<file path="config.mk">
export PLATFORM = sky130hd
export DESIGN_NAME = gpio_out_sequencer
export DESIGN_NICKNAME = d
export VERILOG_FILES = /design/src/rtl/gpio_out_sequencer.sv
export SDC_FILE = /design/constraint.sdc
export NUM_CORES = 1
export LEC_CHECK = 0
export CAP_MARGIN = 20
export CORE_MARGIN = 10
export CORE_UTILIZATION = 44
export CTS_CLUSTER_SIZE = 8
export DETAILED_ROUTE_END_ITERATION = 10
export PLACE_DENSITY = 0.76
export SLEW_MARGIN = 10
export SYNTH_ARGS = -nofsm -noshare
export SYNTH_HDL_FRONTEND = slang
export SYNTH_SLANG_ARGS = --single-unit
</file>
<file path="constraint.sdc">
create_clock -name CLOCK_50 -period 2.1 [get_ports CLOCK_50]
set_clock_uncertainty 0.1 [all_clocks]
set_input_delay 0.42 -clock CLOCK_50 [delete_from_list [all_inputs] [get_ports CLOCK_50]]
set_output_delay 0.42 -clock CLOCK_50 [all_outputs]
set_load 0.03 [all_outputs]
</file>
<file path="src/rtl/gpio_out_sequencer.sv">
// Four-pattern generator for the 32-bit GPIO header, advanced by a prescaled tick or a debounced-free
// single-step button; pushbuttons are synchronised and edge-detected, GPIO and tick are fully registered.
module gpio_out_sequencer #(
  parameter int TICK_COUNT = 5000000,
  parameter int CNT_WIDTH  = 26
) (
  input  logic        CLOCK_50,
  input  logic        Resetn,
  input  logic        enable,
  input  logic [1:0]  mode,
  input  logic [7:0]  seed,
  input  logic        load_n,
  input  logic        step_n,
  output logic [31:0] GPIO,
  output logic        tick
);

  localparam logic [CNT_WIDTH-1:0] CNT_LAST = CNT_WIDTH'(TICK_COUNT - 1);

  logic                 ld_s1_q, ld_s2_q, ld_hist_q;
  logic                 ld_s1_d, ld_s2_d, ld_hist_d;
  logic                 st_s1_q, st_s2_q, st_hist_q;
  logic                 st_s1_d, st_s2_d, st_hist_d;
  logic [CNT_WIDTH-1:0] cnt_q, cnt_d;
  logic [31:0]          gpio_q, gpio_d;
  logic                 tick_q, tick_d;

  logic        ld_press, st_press, adv_auto, adv;
  logic [31:0] next_val;

  always_comb begin
    ld_s1_d   = load_n;
    ld_s2_d   = ld_s1_q;
    ld_hist_d = ld_s2_q;
    st_s1_d   = step_n;
    st_s2_d   = st_s1_q;
    st_hist_d = st_s2_q;

    // One pulse per falling edge of the synchronised button
    ld_press = ld_hist_q & ~ld_s2_q;
    st_press = st_hist_q & ~st_s2_q;

    adv_auto = enable && (cnt_q == CNT_LAST);
    cnt_d    = '0;
    if (enable && !adv_auto) begin
      cnt_d = cnt_q + CNT_WIDTH'(1);
    end
    adv = enable ? adv_auto : st_press;

    next_val = gpio_q;
    case (mode)
      2'd0: next_val = gpio_q + 32'd1;
      2'd1: next_val = (gpio_q == 32'h0) ? 32'h1 : {gpio_q[30:0], gpio_q[31]};
      2'd2: next_val = (gpio_q == 32'h0) ? 32'h1 :
                       {gpio_q[30:0], gpio_q[31] ^ gpio_q[21] ^ gpio_q[1] ^ gpio_q[0]};
      default: next_val = ~gpio_q;
    endcase

    gpio_d = gpio_q;
    tick_d = 1'b0;
    if (ld_press) begin
      // An all-zero LFSR state would lock up, so a zero seed in LFSR mode becomes 1
      gpio_d = ((mode == 2'd2) && (seed == 8'h0)) ? 32'h1 : {24'h0, seed};
      tick_d = 1'b1;
    end else if (adv) begin
      gpio_d = next_val;
      tick_d = 1'b1;
    end
  end

  always_ff @(posedge CLOCK_50 or negedge Resetn) begin
    if (!Resetn) begin
      ld_s1_q   <= 1'b1;
      ld_s2_q   <= 1'b1;
      ld_hist_q <= 1'b1;
      st_s1_q   <= 1'b1;
      st_s2_q   <= 1'b1;
      st_hist_q <= 1'b1;
      cnt_q     <= '0;
      gpio_q    <= 32'h0;
      tick_q    <= 1'b0;
    end else begin
      ld_s1_q   <= ld_s1_d;
      ld_s2_q   <= ld_s2_d;
      ld_hist_q <= ld_hist_d;
      st_s1_q   <= st_s1_d;
      st_s2_q   <= st_s2_d;
      st_hist_q <= st_hist_d;
      cnt_q     <= cnt_d;
      gpio_q    <= gpio_d;
      tick_q    <= tick_d;
    end
  end

  assign GPIO = gpio_q;
  assign tick = tick_q;

endmodule

</file>
==> summary.md <==
| Metric | Value |
|---|---|
| Status | complete, but fails checks |
| Failing checks | negative setup slack |
| Finished Core Util | 65.1% |
| Post-Syn Instances | 559 |
| WS Path Type | reg -> reg |
| Max VDD drop | 0.456 mV |
| Core Area | 10300 sq um |
| PwrDens | 586 nW/um^2 |
| CTS tree | built |
| Switching pwr | 0.00144 W |
| Netlist area before placement | 4610 sq um |
| Final WL | 16.4 mm |
| Crit start category | register |
| Antenna viol nets, final | 0 |
| Setup violators final | 22 |
| Drt pass-1 iters | 6 |
| Slowest CP cell | or4_1 |
| Crit path time final | 2.25 ns |
| Seq/Total Area, Yosys | 35.5% |
| Synth Register Bits | 65 |
| Inserted Clock Buffers | 9 |
| Number of enable flip-flop cells after synthesis | 0 |
| Site row count | 37 |
| Yosys cell types | 72 |
| Leakage | 2.80 nW |
| Die width | 122 um |
| RSZ-0062 raised after global routing | true |
| CTS root buf | clkbuf_8 |
| Global-route wire length before repair | 25.2 mm |
| Crit path to | GPIO[26] |
| Initial antenna violation count | 0 |
| Worst-path clk slew | 0.08 ns |
| H-tree Lvls | 3 |
| Starting Density | 44.8% |
| Reg2reg path depth | 6 |
| Sw Share | 36.6% |
| Proportion of power drawn by the clock network | 28.3% |
| Worst Slack Setup Final | -0.153 ns |
| Prevailing post-synth register cell | dfrtp_1 |
| Worst EP required | 2.31 ns |
| Die Y | 122 um |
| Comb pwr share | 34.5% |
| Seq pwr share | 37.2% |
| Vias in the first global route | 4976 |
| Syn. warnings | 0 |
| PortBufs | 47 |
| Syn avg cell area | 8.24 sq um |
| Longest Clk Path Bufs | 2 |
| Crit path arrival time | 2.46 ns |
| Vias per inst | 6.21 |
| Period utilization | 107% |
| Max incr delay on CP | 0.53 ns |
| Critical Path Sink Type | register |
| Area Growth Syn to Fin | 45.2% |
| Maxcap violations | 0 |
| Ys async rst share | 100% |
| Worst reg2reg path startpoint | GPIO[22] |
| Clock latency on the worst-skew pair | 0.37 ns |
| Worst-margin pin slew | 0.499 ns |
| Top cell type's share of synthesized area | 32.1% |
| WL/cell | 19.6 um |
| Start point of the critical path | GPIO[22] |
| Synth top cells by count | dfrtp_1, nor2_1, nand2_1 |
| Vias | 5198 |
| Largest net degree at the start of global routing | 40 |
| CP Cell Sequence | nand4_1 -> buf_4 -> or4_1 -> or4_1 -> nand4_1 -> o211a_1 |
| Residual DRC count | 0 |
| Ratio of cells with drive above 1 in the final layout | 34.0% |
| Hold Crit Class | reg -> reg |
| Top area cells in the synthesized netlist | dfrtp_1, nor2_1, nand2_1 |
| Global route overflow | 0 |
| Final slew viol count | 0 |
| Worst-path maximum fanout | 4 |
| GR Util All Layers | 20.9% |
| Fin nets | 714 |
| Final hold vios | 0 |
| Internal power | 0.00249 W |
| Syn Nets | 577 |
| Top-count cell post-synth | dfrtp_1 |
| Starting DRT DRC Count | 461 |
| Clock Sink Count | 65 |
| Fill count | 852 |
| Max-slew headroom | 66.4% |
| Largest register FFs | 32 |
| Final Wtd Congestion | 0.946 |
| Hold_ws | 0.260 ns |
| F_max | 444 MHz |
| R2r endpoint | GPIO[26] |
| Full die area | 15000 sq um |
| Worst R2R Setup Slack | -0.15 ns |
| Diodes inserted | 0 |
| Ports | 48 |
| Post-DP HPWL | 10.7 mm |
| Largest area contributor in the netlist | dfrtp_1 |
power groups by stage:
stage	logic (W)	registers, W	clock network (W)
global route	0.00144	0.00147	0.00118
CTS	0.00124	0.00145	0.00114
floorplan	0.000559	0.00160	0
detailed placement	0.00123	0.00147	0
finish	0.00135	0.00146	0.00111
global placement	0.00121	0.00147	0
how the worst min path moves through the flow:
stage	from	to	slack, ns	cells past startpoint
after floorplan	Resetn	GPIO[0]	0.02	0
after global placement	st_s1_q	st_hist_d	0.25	0
after detailed placement	ld_s1_q	ld_hist_d	0.25	0
after CTS	st_s1_q	st_hist_d	0.26	0
after global routing	st_s1_q	st_hist_d	0.25	0
final	ld_s1_q	ld_hist_d	0.26	0
timing repair:
item | 4_1_cts | 5_1_grt
pin swaps | 12 | 19
setup endpoints to repair | 55 | 37
setup buffers | 6 | 21
hold buffers | 1 | 0
resized for setup | 58 | 63
gates cloned | 3 | 1
endpoints found under the hold margin | 13 | 0
area by class of cell:
class | instances | area (sq um) | share of cell area [%]
clock buffers | 10 | 128 | 1.91
well taps | 136 | 170 | 2.54
clock inverters | 6 | 70.1 | 1.05
flip-flops and latches | 65 | 1660 | 24.8
inverters | 18 | 67.6 | 1.01
multi-input cells | 423 | 2950 | 44.1
repair buffers | 179 | 1650 | 24.6
critical path, delay by kind of cell (launching register included):
kind	cells	cell delay [ns]
AND/OR/NAND/NOR	4	1.32
flip-flops	1	0.41
buffers and inverters	1	0.21
AO/OA/AOI/OAI	1	0.15
cells by family (layout without fill, tap and decap cells):
group           count (synthesis)  after routing  share of synthesized area, %
simple gates                  232            232                          27.4
buf+inv                        71            213                          6.63
fa+ha+maj                       5              5                          1.25
mux                             7              7                          1.58
flops                          65             65                          35.5
compound gates                150            150                          22.2
xor+xnor                       29             29                          5.51
layout by cell type (no fill, tap or decap), types with 5 or more instances in the layout:
| cell type | count |
|---|---|
| buf_4 | 106 |
| o21ai_2 | 9 |
| buf_12 | 8 |
| o31ai_1 | 5 |
| o211ai_1 | 8 |
| a21oi_2 | 11 |
| nand2_1 | 48 |
| o21ai_0 | 20 |
| dfstp_2 | 6 |
| nor2b_1 | 8 |
| dlymetal6s2s_1 | 5 |
| nand3_1 | 16 |
| xor2_1 | 16 |
| clkbuf_8 | 9 |
| nand4_1 | 28 |
| dfrtp_2 | 20 |
| xnor2_1 | 13 |
| clkdlybuf4s50_1 | 16 |
| inv_1 | 16 |
| mux2i_1 | 5 |
| nor4_1 | 13 |
| nor3_2 | 5 |
| and3_1 | 5 |
| nor3_1 | 14 |
| a211oi_2 | 6 |
| buf_6 | 11 |
| dlygate4sd2_1 | 24 |
| a31oi_1 | 9 |
| dfrtp_1 | 39 |
| o21ai_1 | 5 |
| a21oi_1 | 18 |
| nor2_1 | 56 |
through the flow:
stage | power (W) | worst slack (ns) | cells | instance area (sq um) | TNS, ns
after detailed placement | 0.00270 | -0.186 | 792 | 5920 | -2.29
after global routing | 0.00410 | -0.199 | 837 | 6690 | -3.42
final | 0.00392 | -0.153 | 837 | 6690 | -1.51
after floorplan | 0.00216 | -0.114 | 559 | 4720 | -0.309
after global placement | 0.00267 | -0.150 | 792 | 5920 | -2.06
after CTS | 0.00382 | -0.136 | 818 | 6350 | -1.41
layer usage:
layer  up-vias  share of wire, %  global-route usage [%]
met5         -                 0                       0
li1       2356                 -                       -
met3        53               8.8                    5.10
met4         0               3.6                    8.54
met2       279                47                    33.4
met1      2510                41                    26.5
Note: power is estimated with default switching activity, not from simulation.
